<file path="config.mk">
export PLATFORM = sky130hd
export DESIGN_NAME = bin_to_gray_counter
export DESIGN_NICKNAME = d
export VERILOG_FILES = /design/src/rtl/bin_to_gray_counter.sv
export SDC_FILE = /design/constraint.sdc
export NUM_CORES = 1
export LEC_CHECK = 0
export CAP_MARGIN = 25
export CORE_MARGIN = 3
export CORE_UTILIZATION = 37
export DETAILED_ROUTE_END_ITERATION = 7
export HOLD_SLACK_MARGIN = 0.15
export PLACE_DENSITY_LB_ADDON = 0.1
export SYNTH_ARGS = -nofsm -noshare
export SYNTH_HDL_FRONTEND = slang
export SYNTH_SLANG_ARGS = --single-unit
</file>
<file path="constraint.sdc">
create_clock -name i_clk -period 1.7 [get_ports i_clk]
set_clock_uncertainty 0.15 [all_clocks]
set_input_delay 0.255 -clock i_clk [delete_from_list [all_inputs] [get_ports i_clk]]
set_output_delay 0.255 -clock i_clk [all_outputs]
set_load 0.02 [all_outputs]
</file>
<file path="src/rtl/bin_to_gray_counter.sv">
// Up/down binary counter with a registered Gray-code view and a wrap pulse.
// Optional macro GRAY_CHK_EN adds a sticky single-bit-change checker on o_gray_err.
module bin_to_gray_counter #(
  parameter int WIDTH = 4
) (
  input  logic             i_clk,
  input  logic             i_rst,
  input  logic             i_en,
  input  logic             i_up_dn,
  input  logic             i_load,
  input  logic [WIDTH-1:0] i_load_bin,
  output logic [WIDTH-1:0] o_bin,
  output logic [WIDTH-1:0] o_gray,
`ifdef GRAY_CHK_EN
  output logic             o_gray_err,
`endif
  output logic             o_tc
);

  localparam logic [WIDTH-1:0] ALL_ONES = {WIDTH{1'b1}};
  localparam logic [WIDTH-1:0] ALL_ZERO = {WIDTH{1'b0}};
  localparam logic [WIDTH-1:0] ONE      = {{(WIDTH-1){1'b0}}, 1'b1};

  function automatic logic [WIDTH-1:0] gray_enc(input logic [WIDTH-1:0] b);
    return b ^ (b >> 1);
  endfunction

  logic [WIDTH-1:0] w_bin_next;
  logic             w_tc_next;

  // Next binary value and wrap flag: load beats count, count beats hold.
  always_comb begin
    w_bin_next = o_bin;
    w_tc_next  = 1'b0;
    if (i_load) begin
      w_bin_next = i_load_bin;
      w_tc_next  = 1'b0;
    end else if (i_en) begin
      if (i_up_dn) begin
        w_bin_next = o_bin + ONE;
        w_tc_next  = (o_bin == ALL_ONES);
      end else begin
        w_bin_next = o_bin - ONE;
        w_tc_next  = (o_bin == ALL_ZERO);
      end
    end else begin
      w_bin_next = o_bin;
      w_tc_next  = 1'b0;
    end
  end

  // Gray is encoded from the next binary value so both outputs move on the same edge.
  always_ff @(posedge i_clk) begin
    if (i_rst) begin
      o_bin  <= ALL_ZERO;
      o_gray <= ALL_ZERO;
      o_tc   <= 1'b0;
    end else begin
      o_bin  <= w_bin_next;
      o_gray <= gray_enc(w_bin_next);
      o_tc   <= w_tc_next;
    end
  end

`ifdef GRAY_CHK_EN
  function automatic logic single_bit(input logic [WIDTH-1:0] v);
    return (v != ALL_ZERO) && ((v & (v - ONE)) == ALL_ZERO);
  endfunction

  logic [WIDTH-1:0] r_gray_prev;
  logic             w_step;
  logic             w_bad_step;

  // A counting step is an enabled edge without a load; only those are checked.
  always_comb begin
    w_step     = 1'b0;
    w_bad_step = 1'b0;
    if (i_en && !i_load) begin
      w_step     = 1'b1;
      w_bad_step = !single_bit(gray_enc(w_bin_next) ^ r_gray_prev);
    end else begin
      w_step     = 1'b0;
      w_bad_step = 1'b0;
    end
  end

  // Shadow of the last issued code plus the sticky error flag.
  always_ff @(posedge i_clk) begin
    if (i_rst) begin
      r_gray_prev <= ALL_ZERO;
      o_gray_err  <= 1'b0;
    end else begin
      r_gray_prev <= gray_enc(w_bin_next);
      o_gray_err  <= o_gray_err | (w_step & w_bad_step);
    end
  end
`endif

endmodule

</file>
==> results of run 1 <==
-- synth_stat cells, types with 2 or more instances --
master | count | share of area
sky130_fd_sc_hd__a21oi_1 | 3 | 0.031
sky130_fd_sc_hd__inv_1 | 3 | 0.023
sky130_fd_sc_hd__nor2_1 | 6 | 0.046
sky130_fd_sc_hd__mux2i_1 | 3 | 0.061
sky130_fd_sc_hd__dfxtp_1 | 8 | 0.33
sky130_fd_sc_hd__buf_4 | 2 | 0.031
sky130_fd_sc_hd__or3_1 | 2 | 0.026
sky130_fd_sc_hd__xnor2_1 | 2 | 0.036
sky130_fd_sc_hd__ha_1 | 2 | 0.051
-- routing by layer --
metal / up-vias / wire length [um]
li1: 257 / -
met1: 229 / 535
met2: 18 / 574
met3: 5 / 70
met4: 0 / 19
met5: - / 0
-- logic make-up after synthesis --
logic type | Yosys count | share of synthesized area
flip-flops | 8 | 0.3274
XOR/XNOR | 3 | 0.05372
buffers and inverters | 6 | 0.06392
adder cells (fa/ha/maj) | 3 | 0.09207
multiplexers | 4 | 0.08440
AO/OA/AOI/OAI | 11 | 0.1535
AND/OR/NAND/NOR | 18 | 0.2251
-- registers in the layout (all words and copies together) (netlist names) --
| signal | flops |
|---|---|
| o_gray | 3 |
| o_tc | 1 |
| o_bin | 4 |
-- stage by stage --
stage               power [mW]  worst slack (ns)
floorplan               0.3510          -0.05238
global placement        0.4606           -0.6057
detailed placement      0.4647           -0.6324
CTS                     0.6232          -0.06801
global route            0.6628           -0.1374
finish                  0.6153          -0.06392
-- final timing paths --
kind	to	slack [ns]	cells past startpoint
setup / recovery	o_gray[1]	-0.06	5
hold / removal	o_tc	0.26	3
setup reg to reg	o_gray[1]	-0.06	5
hold reg to reg	o_bin[3]	0.58	3
-- cells in the final DEF (no fill, tap or decap), types with 2 or more instances in the layout --
cell,count
sky130_fd_sc_hd__clkdlybuf4s50_1,9
sky130_fd_sc_hd__xnor2_1,2
sky130_fd_sc_hd__nor2_1,6
sky130_fd_sc_hd__or3_1,2
sky130_fd_sc_hd__clkbuf_4,3
sky130_fd_sc_hd__buf_4,12
sky130_fd_sc_hd__inv_1,2
sky130_fd_sc_hd__dlygate4sd2_1,6
sky130_fd_sc_hd__dfxtp_4,2
sky130_fd_sc_hd__a21oi_1,2
sky130_fd_sc_hd__dfxtp_2,2
sky130_fd_sc_hd__mux2i_1,2
sky130_fd_sc_hd__dfxtp_1,4
-- final cells by class --
cell class                 instances  area (um2)  area share
multi-input combinational         39       337.8      0.4072
timing repair buffer              30       266.5      0.3213
sequential                         8       170.2      0.2051
clock buffer                       4       26.28     0.03167
tap                               14       17.52     0.02112
inverter                           3       11.26     0.01357
-- critical path: stages, from the launching register on --
cell                      delay, ns
sky130_fd_sc_hd__dfxtp_4       0.34
sky130_fd_sc_hd__fa_2          0.52
sky130_fd_sc_hd__mux2_4        0.15
sky130_fd_sc_hd__mux2i_4       0.07
sky130_fd_sc_hd__or3_1         0.33
sky130_fd_sc_hd__a21oi_2       0.13
-- where the power goes --
| group | switching, mW | internal (mW) | total, mW |
|---|---|---|---|
| sequential | 0.00889 | 0.208 | 0.217 |
| combinational | 0.114 | 0.128 | 0.242 |
| clock | 0.0667 | 0.0899 | 0.157 |
-- repair_timing --
item,in CTS,in global routing
setup endpoints to repair,11,3
pin swaps,7,2
gates resized for setup,13,3
==> impl_results.rst, run 1 <==
.. list-table::
   :header-rows: 1

   * - Metric
     - Value
   * - Synthesis warning total
     - 0
   * - Die Y
     - 42.36 um
   * - Post-Place Cell Area
     - 788.3 um2
   * - Reg clk slew, reported paths
     - 0.06 ns
   * - # port buffers
     - 17
   * - Transition time at the pin with the least slew margin
     - 0.2747 ns
   * - Initial Utilization
     - 0.4177
   * - Maximum number of pins on one net before global-route repair
     - 11
   * - Inserted Clock Buffers
     - 3
   * - Clock period minus worst slack
     - 1.764 ns
   * - Wire per inst
     - 12.23 um
   * - Critical Path Sink Type
     - flip-flop
   * - Maximum resistive drop on vdd
     - 504.1 uV
   * - DRC violations left
     - 0
   * - Nets@finish
     - 97
   * - Placed cell count
     - 95
   * - Highest net fanout along the worst path
     - 4
   * - Die boundary width
     - 42.36 um
   * - Layout cells sized above 1
     - 0.3333
   * - Smallest hold slack
     - 0.2564 ns
   * - Mean Syn Cell Area
     - 9.231 um2
   * - First-pass GRT wire length
     - 2.070 mm
   * - Synthesized netlist net count
     - 65
   * - Global-route total usage across every layer
     - 0.1585
   * - Hold violation count in the final report
     - 0
   * - Final WL
     - 1.199 mm
   * - Status
     - finished with violations
   * - Number of antenna violations at the first check in global routing
     - 0
   * - Number of buffers between clock root and the deepest sink
     - 2
   * - Count of cell types in the netlist
     - 31
   * - CTS hold repair buffers
     - 0
   * - Number of diodes added for antenna fixing
     - 0
   * - RePlAce Congestion
     - 0.7313
   * - Worst reg2reg path startpoint
     - o_bin[0]
   * - Upper clock frequency limit
     - 566.9 MHz
   * - Area of the die
     - 1794 um2
   * - Count of flip-flops with a built-in enable after synthesis
     - 0
   * - Setup Crit Path Kind
     - reg -> reg
   * - Number of iterations in the first detailed-routing pass
     - 3
   * - Top Ports
     - 18
   * - Arrival time at the worst endpoint
     - 1.80 ns
   * - Failing checks
     - negative setup slack
   * - GR Layer Usage met1
     - 0.1932
   * - Sum Neg Setup Slack
     - -0.09022 ns
   * - Grt met3 use
     - 0.08584
   * - Clock tree root buffer cell
     - sky130_fd_sc_hd__clkbuf_4
   * - Max-cap check violation count
     - 0
   * - Post-synth ARST share
     - 0
   * - CTS tree
     - yes
   * - Max-slew headroom
     - 0.8144
   * - H-Tree Level Count
     - 1
   * - Buffers inserted during post-CTS setup optimization
     - 0
   * - Synthesized instance count
     - 53
   * - Clock network latency to the later pin of the worst-skew pair
     - 0.26 ns
   * - Number of global-route vias before repair
     - 451
   * - Total power divided by cell area
     - 741.7 nW/um2
   * - Dominant register cell in the synthesized netlist
     - sky130_fd_sc_hd__dfxtp_1
   * - Leftover overflow at the end of global routing
     - 0
   * - Number of pins exceeding their max-slew limit in the final report
     - 0
   * - Area growth from synthesis to layout
     - 69.57%
   * - Met2 Use GR
     - 0.2371
   * - Worst setup path start
     - o_bin[0]
   * - Setup repair after global routing missed its margin
     - true
   * - Number of placement rows
     - 12
   * - Static leakage
     - 0.3854 nW
   * - Startpoint Class
     - flip-flop
   * - Number of cells in the finished layout apart from fillers
     - 98
   * - Clock sink count
     - 8
   * - Launch instance of the worst min-delay path
     - i_load
   * - Final cell utilization of the core
     - 0.7083
   * - Worst Slack Setup Final
     - -0.06392 ns
   * - Final setup violation count
     - 2
   * - Worst hold path class
     - in -> reg
   * - Vias after detailed routing
     - 509
   * - Final instance area
     - 829.5 um2
   * - Detail Placement HPWL
     - 973.5 um
   * - Placeable Area
     - 1171 um2
   * - Area of the mapped netlist
     - 489.2 um2
   * - Flop and latch count out of synthesis
     - 8
   * - Portion of the post-synthesis area used by sequential elements
     - 0.3274
   * - Data required time of the critical path
     - 1.74 ns
   * - Residual antenna-violating net count after detailed routing
     - 0
   * - Fraction of the cycle the final worst path needs
     - 1.038
   * - Starting DRC count in detailed routing
     - 9
   * - GRT Max-Usage Layer
     - met2
   * - Vias/cell
     - 5.194
   * - Fill count
     - 103
Note: power is estimated with default switching activity, not from simulation.
==> run 2, diff against run 1 <==
Settings changed: CELL_PAD_IN_SITES_DETAIL_PLACEMENT set to 1, CELL_PAD_IN_SITES_GLOBAL_PLACEMENT set to 1, CORE_UTILIZATION 37 to 27.
Clock period 1.7 ns to 1.4 ns, I/O delays scaled along.
==> run 2 against run 1 <==
  * The flow still finishes with violations (negative setup slack)
  * Highest routed layer is now met3
  * Count of clock-buffer cells in the layout stayed put
  * Sequential power is 21% higher
  * Combinational power is 31% higher
  * Clock power is 24% higher
  * Core utilization is 17 points lower
==> impl_results.rst, run 2 (synthesis results as in run 1) <==
.. list-table::
   :header-rows: 1

   * - Metric
     - Value
   * - Number of antenna violations at the first check in global routing
     - 0 (unchanged)
   * - Launch instance of the worst min-delay path
     - i_load (unchanged)
   * - Worst hold path class
     - in -> reg (unchanged)
   * - Maximum resistive drop on vdd
     - 591.1 uV (was 504.1 uV)
   * - Number of buffers between clock root and the deepest sink
     - 2 (unchanged)
   * - Fraction of the cycle the final worst path needs
     - 1.303 (was 1.038)
   * - Net switching fraction of the power
     - 0.3209 (was 0.3077)
   * - Commonest cells after routing, fill and taps aside
     - sky130_fd_sc_hd__buf_4 (14), sky130_fd_sc_hd__nor2_1 (6), sky130_fd_sc_hd__dlygate4sd2_1 (5), sky130_fd_sc_hd__clkdlybuf4s50_1 (5), sky130_fd_sc_hd__dfxtp_1 (4) (was sky130_fd_sc_hd__buf_4 (12), sky130_fd_sc_hd__clkdlybuf4s50_1 (9), sky130_fd_sc_hd__nor2_1 (6), sky130_fd_sc_hd__dlygate4sd2_1 (6), sky130_fd_sc_hd__dfxtp_1 (4))
   * - Number of global-route vias before repair
     - 571 (was 451)
   * - Inserted Clock Buffers
     - 3 (unchanged)
   * - Final setup violation count
     - 6 (was 2)
   * - Clk network pwr share
     - 0.251 (was 0.255)
   * - Number of diodes added for antenna fixing
     - 0 (unchanged)
   * - Reg clk slew, reported paths
     - 0.06 ns (about the same)
   * - Area growth from synthesis to layout
     - 76.98% (was 69.57%)
   * - Failing checks
     - negative setup slack (unchanged)
   * - Power consumption
     - 0.7753 mW (was 0.6153 mW)
   * - Upper clock frequency limit
     - 548.2 MHz (was 566.9 MHz)
   * - Starting DRC count in detailed routing
     - 1 (was 9)
   * - Worst reg2reg path startpoint
     - o_bin[1] (was o_bin[0])
   * - RePlAce Congestion
     - 0.7124 (was 0.7313)
   * - Initial Utilization
     - 0.3036 (was 0.4177)
   * - Number of pins exceeding their max-slew limit in the final report
     - 0 (unchanged)
   * - First-pass GRT wire length
     - 2.642 mm (was 2.070 mm)
   * - Max-cap check violation count
     - 0 (unchanged)
   * - Startpoint Class
     - flip-flop (unchanged)
   * - Nets@finish
     - 100 (was 97)
   * - Max-slew headroom
     - 0.7858 (was 0.8144)
   * - Clock sink count
     - 8 (unchanged)
   * - CTS tree
     - yes (unchanged)
   * - DRC violations left
     - 0 (unchanged)
   * - Worst reg-to-reg path cell count
     - 6 (was 5)
   * - Final WL
     - 1.554 mm (was 1.199 mm)
   * - Number of placement rows
     - 14 (was 12)
   * - Hold violation count in the final report
     - 0 (unchanged)
   * - Smallest hold slack
     - 0.2398 ns (was 0.2564 ns)
   * - Vias after detailed routing
     - 535 (was 509)
   * - WHS Path Cells
     - 3 (unchanged)
   * - Clock period minus worst slack
     - 1.824 ns (was 1.764 ns)
   * - # port buffers
     - 17 (unchanged)
   * - RR Endpoint
     - o_gray[0] (was o_gray[1])
   * - Clock network latency to the later pin of the worst-skew pair
     - 0.26 ns (about the same)
   * - Worst setup slack for register-to-register paths
     - -0.42 ns (was -0.06 ns)
   * - Layout cells sized above 1
     - 0.4483 (was 0.3333)
   * - Number of iterations in the first detailed-routing pass
     - 2 (was 3)
   * - Highest net fanout along the worst path
     - 4 (unchanged)
   * - Final cell utilization of the core
     - 0.5373 (was 0.7083)
   * - Sink of the worst hold path
     - o_tc (unchanged)
   * - Leftover overflow at the end of global routing
     - 0 (unchanged)
   * - Largest Register
     - o_bin (unchanged)
   * - Detail Placement HPWL
     - 1.158 mm (was 973.5 um)
   * - Number of flip-flops under the largest register name
     - 4 (unchanged)
   * - Placeable Area
     - 1612 um2 (was 1171 um2)
   * - Transition time at the pin with the least slew margin
     - 0.3123 ns (was 0.2747 ns)
   * - Setup Crit Path Kind
     - reg -> reg (unchanged)
   * - Worst Slack Setup Final
     - -0.4242 ns (was -0.06392 ns)
   * - Maximum number of pins on one net before global-route repair
     - 11 (unchanged)
   * - Status
     - finished with violations (unchanged)
   * - Data required time of the critical path
     - 1.41 ns (was 1.74 ns)
   * - Static leakage
     - 0.4175 nW (was 0.3854 nW)
   * - Combinational power share
     - 0.409 (was 0.394)
   * - Clock tree root buffer cell
     - sky130_fd_sc_hd__clkbuf_4 (unchanged)
   * - Critical Path Sink Type
     - flip-flop (unchanged)
   * - Total power divided by cell area
     - 895.5 nW/um2 (was 741.7 nW/um2)
   * - Wire per inst
     - 14.00 um (was 12.23 um)
   * - Setup repair after global routing missed its margin
     - true (unchanged)
   * - Die boundary width
     - 48.57 um (was 42.36 um)
   * - H-Tree Level Count
     - 1 (unchanged)
   * - Part of the total power dissipated in sequential elements
     - 0.340 (was 0.352)
   * - CTS hold repair buffers
     - 0 (unchanged)
   * - Net Sw Power
     - 0.2488 mW (was 0.1893 mW)
   * - Vias/cell
     - 4.820 (was 5.194)
   * - Commonest non-fill, non-tap cell in the layout
     - sky130_fd_sc_hd__buf_4 (unchanged)
   * - Largest registers ranked by flip-flop count
     - o_bin: 4 flops, o_gray: 3 flops, o_tc: 1 flops (unchanged)
   * - Arrival time at the worst endpoint
     - 1.83 ns (was 1.80 ns)
   * - Residual antenna-violating net count after detailed routing
     - 0 (unchanged)
   * - Die Y
     - 48.57 um (was 42.36 um)
   * - Top Ports
     - 18 (unchanged)
   * - Area of the die
     - 2359 um2 (was 1794 um2)
   * - Global-route total usage across every layer
     - 0.1449 (was 0.1585)
   * - Internal power contribution
     - 0.5265 mW (was 0.4260 mW)
==> run 2: cell types whose count changed in the layout (fill, tap and decap cells not counted), moves of 2 or more <==
| cell | previous run | this run |
|---|---|---|
| sky130_fd_sc_hd__buf_2 | 0 | 3 |
| sky130_fd_sc_hd__buf_4 | 12 | 14 |
| sky130_fd_sc_hd__clkdlybuf4s50_1 | 9 | 5 |
| sky130_fd_sc_hd__xnor2_1 | 2 | 0 |
| sky130_fd_sc_hd__xnor2_2 | 0 | 2 |
==> run 2: timing repair <==
item                                    4_1_cts  5_1_grt
resized for setup                            24       12
buffers inserted                              2        1
pin swaps                                     9        4
cloned                                        0        0
endpoints found under the setup margin       15       11
==> run 2: final cells by class <==
class | instances | area, um2
inverters | 3 | 11.26
multi-input cells | 39 | 350.3
fillers | 198 | 745.7
repair buffers | 33 | 275.3
flip-flops and latches | 8 | 172.7
well taps | 24 | 30.03
clock buffers | 4 | 26.28
==> run 2: worst max path at each step <==
stage / startpoint / endpoint / slack, ns / depth (start not counted)
floorplan: o_bin[1] / o_gray[1] / -0.35 / 5
finish: o_bin[1] / o_gray[0] / -0.42 / 6
CTS: o_bin[1] / o_gray[1] / -0.38 / 5
global route: o_bin[1] / o_gray[1] / -0.51 / 5
global placement: i_up_dn / o_gray[1] / -0.87 / 7
detailed placement: i_up_dn / o_gray[2] / -0.91 / 8
==> run 2: metal layers <==
| layer | vias up | wire length (um) | GRT usage |
|---|---|---|---|
| met2 | 16 | 821 | 0.2546 |
| met5 | - | 0 | 0 |
| met3 | 0 | 66 | 0.04908 |
| met1 | 258 | 665 | 0.1654 |
| met4 | 0 | 0 | 0.04265 |
| li1 | 261 | - | - |
==> run 2: worst max-delay path: stages, from the launching register on <==
cell,delay (ns)
sky130_fd_sc_hd__dfxtp_4,0.37
sky130_fd_sc_hd__fa_2,0.43
sky130_fd_sc_hd__mux2_4,0.28
sky130_fd_sc_hd__mux2i_4,0.21
sky130_fd_sc_hd__buf_6,0.14
sky130_fd_sc_hd__xnor2_2,0.10
sky130_fd_sc_hd__nor2_1,0.04
==> run 2: per-stage QoR <==
| step | cell area, um2 | TNS (ns) | setup slack, ns | cells |
|---|---|---|---|---|
| 2_1_floorplan | 518.0 | -1.383 | -0.3524 | 53 |
| 3_3_place_gp | 803.3 | -4.826 | -0.8653 | 105 |
| 3_5_place_dp | 803.3 | -5.130 | -0.9139 | 105 |
| 4_1_cts | 844.6 | -1.712 | -0.3808 | 110 |
| 5_1_grt | 865.8 | -2.086 | -0.5054 | 111 |
| 6_report | 865.8 | -1.673 | -0.4242 | 111 |
==> run 2: power groups by stage <==
stage                     clock (mW)  sequential, mW  combinational (mW)
after floorplan                    0           0.304               0.121
after global placement             0           0.268               0.294
after detailed placement           0           0.269               0.298
after CTS                      0.205           0.264               0.291
after global routing           0.217           0.267               0.344
final                          0.195           0.263               0.317
==> run 3, diff against run 2 <==
Settings changed: GPL_ROUTABILITY_DRIVEN set to 1.
Clock period 1.4 ns to 1.5 ns, I/O delays scaled along.
==> run 3 against run 2 <==
  * The flow still finishes with violations (negative setup slack)
  * Critical path type unchanged
  * Core utilization rose by 0.16 points
  * Highest routed layer unchanged
  * Sequential share of layout area fell by 0.057 points
  * Global-route usage did not move
==> impl_results.rst, run 3 (synthesis results as in run 1) <==
.. list-table::
   :header-rows: 1

   * - Metric
     - Value
   * - Number of global-route vias before repair
     - 571 (unchanged)
   * - Sink of the worst hold path
     - o_tc (unchanged)
   * - Final setup violation count
     - 6 (unchanged)
   * - Wire per inst
     - 13.83 um (was 14.00 um)
   * - Fill count
     - 199 (was 198)
   * - Commonest cells after routing, fill and taps aside
     - sky130_fd_sc_hd__buf_4 (14), sky130_fd_sc_hd__dlygate4sd2_1 (9), sky130_fd_sc_hd__nor2_1 (6), sky130_fd_sc_hd__clkdlybuf4s50_1 (5), sky130_fd_sc_hd__dfxtp_1 (4) (was sky130_fd_sc_hd__buf_4 (14), sky130_fd_sc_hd__nor2_1 (6), sky130_fd_sc_hd__dlygate4sd2_1 (5), sky130_fd_sc_hd__clkdlybuf4s50_1 (5), sky130_fd_sc_hd__dfxtp_1 (4))
   * - Global-route total usage across every layer
     - 0.1449 (unchanged)
   * - Post-Place Cell Area
     - 803.3 um2 (unchanged)
   * - Die boundary width
     - 48.57 um (unchanged)
   * - Final cell utilization of the core
     - 0.5388 (was 0.5373)
   * - DRC violations left
     - 0 (unchanged)
   * - Area of the die
     - 2359 um2 (unchanged)
   * - Vias/cell
     - 4.802 (was 4.820)
   * - Fraction of the cycle the final worst path needs
     - 1.215 (was 1.303)
   * - Maximum resistive drop on vdd
     - 552.9 uV (was 591.1 uV)
   * - Clock network latency to the later pin of the worst-skew pair
     - 0.26 ns (about the same)
   * - Nets@finish
     - 100 (unchanged)
   * - Max-slew headroom
     - 0.7858 (about the same)
   * - Worst setup slack for register-to-register paths
     - -0.32 ns (was -0.42 ns)
   * - # port buffers
     - 17 (unchanged)
   * - Final WL
     - 1.535 mm (was 1.554 mm)
   * - Smallest hold slack
     - 0.2571 ns (was 0.2398 ns)
   * - RePlAce Congestion
     - 0.7125 (was 0.7124)
   * - Arrival time at the worst endpoint
     - 1.83 ns (about the same)
   * - Vias after detailed routing
     - 533 (was 535)
   * - Clock period minus worst slack
     - 1.823 ns (was 1.824 ns)
   * - Launch instance of the worst min-delay path
     - i_load (unchanged)
   * - Worst Slack Setup Final
     - -0.3231 ns (was -0.4242 ns)
   * - Sum Neg Setup Slack
     - -1.067 ns (was -1.673 ns)
   * - Setup Crit Path Kind
     - reg -> reg (unchanged)
   * - Clock tree root buffer cell
     - sky130_fd_sc_hd__clkbuf_4 (unchanged)
   * - Top Ports
     - 18 (unchanged)
   * - Setup repair after global routing missed its margin
     - true (unchanged)
   * - Highest net fanout along the worst path
     - 4 (unchanged)
   * - WHS Path Cells
     - 3 (unchanged)
   * - Number of flip-flops under the largest register name
     - 4 (unchanged)
   * - Residual antenna-violating net count after detailed routing
     - 0 (unchanged)
   * - Number of buffers and inverters on the critical path
     - 1 (unchanged)
   * - Number of pins exceeding their max-slew limit in the final report
     - 0 (unchanged)
   * - Starting DRC count in detailed routing
     - 2 (was 1)
   * - Power consumption
     - 0.7209 mW (was 0.7753 mW)
   * - Worst hold path class
     - in -> reg (unchanged)
   * - Inserted Clock Buffers
     - 3 (unchanged)
   * - Layout cells sized above 1
     - 0.3908 (was 0.4483)
   * - Max-cap check violation count
     - 0 (unchanged)
   * - Number of iterations in the first detailed-routing pass
     - 2 (unchanged)
   * - Upper clock frequency limit
     - 548.5 MHz (was 548.2 MHz)
   * - Leftover overflow at the end of global routing
     - 0 (unchanged)
   * - Top delay family on crit path
     - multiplexers (unchanged)
   * - Number of antenna violations at the first check in global routing
     - 0 (unchanged)
   * - Highest-delay cell along the critical path
     - sky130_fd_sc_hd__fa_2 (unchanged)
   * - First-pass GRT wire length
     - 2.642 mm (unchanged)
   * - Number of diodes added for antenna fixing
     - 0 (unchanged)
   * - Status
     - finished with violations (unchanged)
   * - Worst reg2reg path startpoint
     - o_bin[1] (unchanged)
   * - Failing checks
     - negative setup slack (unchanged)
   * - Die Y
     - 48.57 um (unchanged)
   * - Data required time of the critical path
     - 1.51 ns (was 1.41 ns)
   * - Critical Path Sink Type
     - flip-flop (unchanged)
   * - CTS tree
     - yes (unchanged)
   * - Reg clk slew, reported paths
     - 0.06 ns (about the same)
   * - Detail Placement HPWL
     - 1.158 mm (unchanged)
   * - Startpoint Class
     - flip-flop (unchanged)
   * - Largest registers ranked by flip-flop count
     - o_bin: 4 flops, o_gray: 3 flops, o_tc: 1 flops (unchanged)
   * - Worst reg-to-reg path cell count
     - 6 (unchanged)
   * - CTS hold repair buffers
     - 0 (unchanged)
   * - Commonest non-fill, non-tap cell in the layout
     - sky130_fd_sc_hd__buf_4 (unchanged)
   * - Hold violation count in the final report
     - 0 (unchanged)
   * - Final instance area
     - 868.3 um2 (was 865.8 um2)
   * - H-Tree Level Count
     - 1 (unchanged)
   * - Initial Utilization
     - 0.3036 (unchanged)
   * - Transition time at the pin with the least slew margin
     - 0.3124 ns (was 0.3123 ns)
   * - Biggest cell delay along the critical path
     - 0.43 ns (about the same)
   * - RR Endpoint
     - o_gray[0] (unchanged)
   * - Clock sink count
     - 8 (unchanged)
   * - CP cell instances
     - fa_2 -> mux2_4 -> mux2i_4 -> buf_6 -> xnor2_2 -> nor2_1 (unchanged)
   * - Number of buffers between clock root and the deepest sink
     - 2 (unchanged)
   * - Total power divided by cell area
     - 830.2 nW/um2 (was 895.5 nW/um2)
   * - Static leakage
     - 0.4255 nW (was 0.4175 nW)
   * - Largest Register
     - o_bin (unchanged)
   * - Area growth from synthesis to layout
     - 77.49% (was 76.98%)
   * - Number of placement rows
     - 14 (unchanged)
   * - Placeable Area
     - 1612 um2 (unchanged)
   * - Maximum number of pins on one net before global-route repair
     - 11 (unchanged)
run 3: cell types whose count changed in the layout (fill, tap and decap cells not counted):
cell and delta:
sky130_fd_sc_hd__buf_2 -3, sky130_fd_sc_hd__nor4_1 +1, sky130_fd_sc_hd__dlygate4sd2_1 +4, sky130_fd_sc_hd__clkdlybuf4s15_2 -1, sky130_fd_sc_hd__nor4_2 -1
run 3: where the power goes:
| part | switching (mW) | internal, mW | total (mW) |
|---|---|---|---|
| combinational | 0.140 | 0.154 | 0.294 |
| clock | 0.0793 | 0.102 | 0.181 |
| sequential | 0.0112 | 0.235 | 0.246 |
| total | 0.230 | 0.491 | 0.721 |
run 3: worst max path at each step:
| stage | cells after the start | slack [ns] | start | end |
|---|---|---|---|---|
| 2_1_floorplan | 5 | -0.25 | o_bin[1] | o_gray[1] |
| 3_3_place_gp | 7 | -0.78 | i_up_dn | o_gray[1] |
| 3_5_place_dp | 8 | -0.83 | i_up_dn | o_gray[2] |
| 4_1_cts | 5 | -0.28 | o_bin[1] | o_gray[1] |
| 5_1_grt | 5 | -0.41 | o_bin[1] | o_gray[1] |
| 6_report | 6 | -0.32 | o_bin[1] | o_gray[0] |
run 3: layer usage:
metal	wire length, um	GRT usage	vias to the layer above
met5	0	0	-
met4	0	0.04265	0
met3	77	0.04908	0
met2	797	0.2546	16
met1	660	0.1654	258
li1	-	-	259
run 3: what timing repair did:
item                       4_1_cts  5_1_grt
setup buffers                    2        1
pin swaps                        9        4
setup endpoints to repair       15        7
gates resized for setup         15        9
run 3: metrics by stage:
stage | cells | worst slack, ns
6_report | 111 | -0.3231
5_1_grt | 111 | -0.4054
4_1_cts | 110 | -0.2808
3_5_place_dp | 105 | -0.8289
3_3_place_gp | 105 | -0.7803
2_1_floorplan | 53 | -0.2524
run 3: worst register-to-register path, stage by stage (launching register included):
cell	delay [ns]
sky130_fd_sc_hd__dfxtp_4	0.37
sky130_fd_sc_hd__fa_2	0.43
sky130_fd_sc_hd__mux2_4	0.28
sky130_fd_sc_hd__mux2i_4	0.21
sky130_fd_sc_hd__buf_6	0.14
sky130_fd_sc_hd__xnor2_2	0.10
sky130_fd_sc_hd__nor2_1	0.04
run 3: area by class of cell:
class,count,area [um2],share of cell area
Clock buffer,4,26.28,0.03026
Multi-Input combinational cell,39,344.1,0.3963
Sequential cell,8,172.7,0.1988
Timing Repair Buffer,33,284.0,0.3271
Inverter,3,11.26,0.01297
Tap cell,24,30.03,0.03458
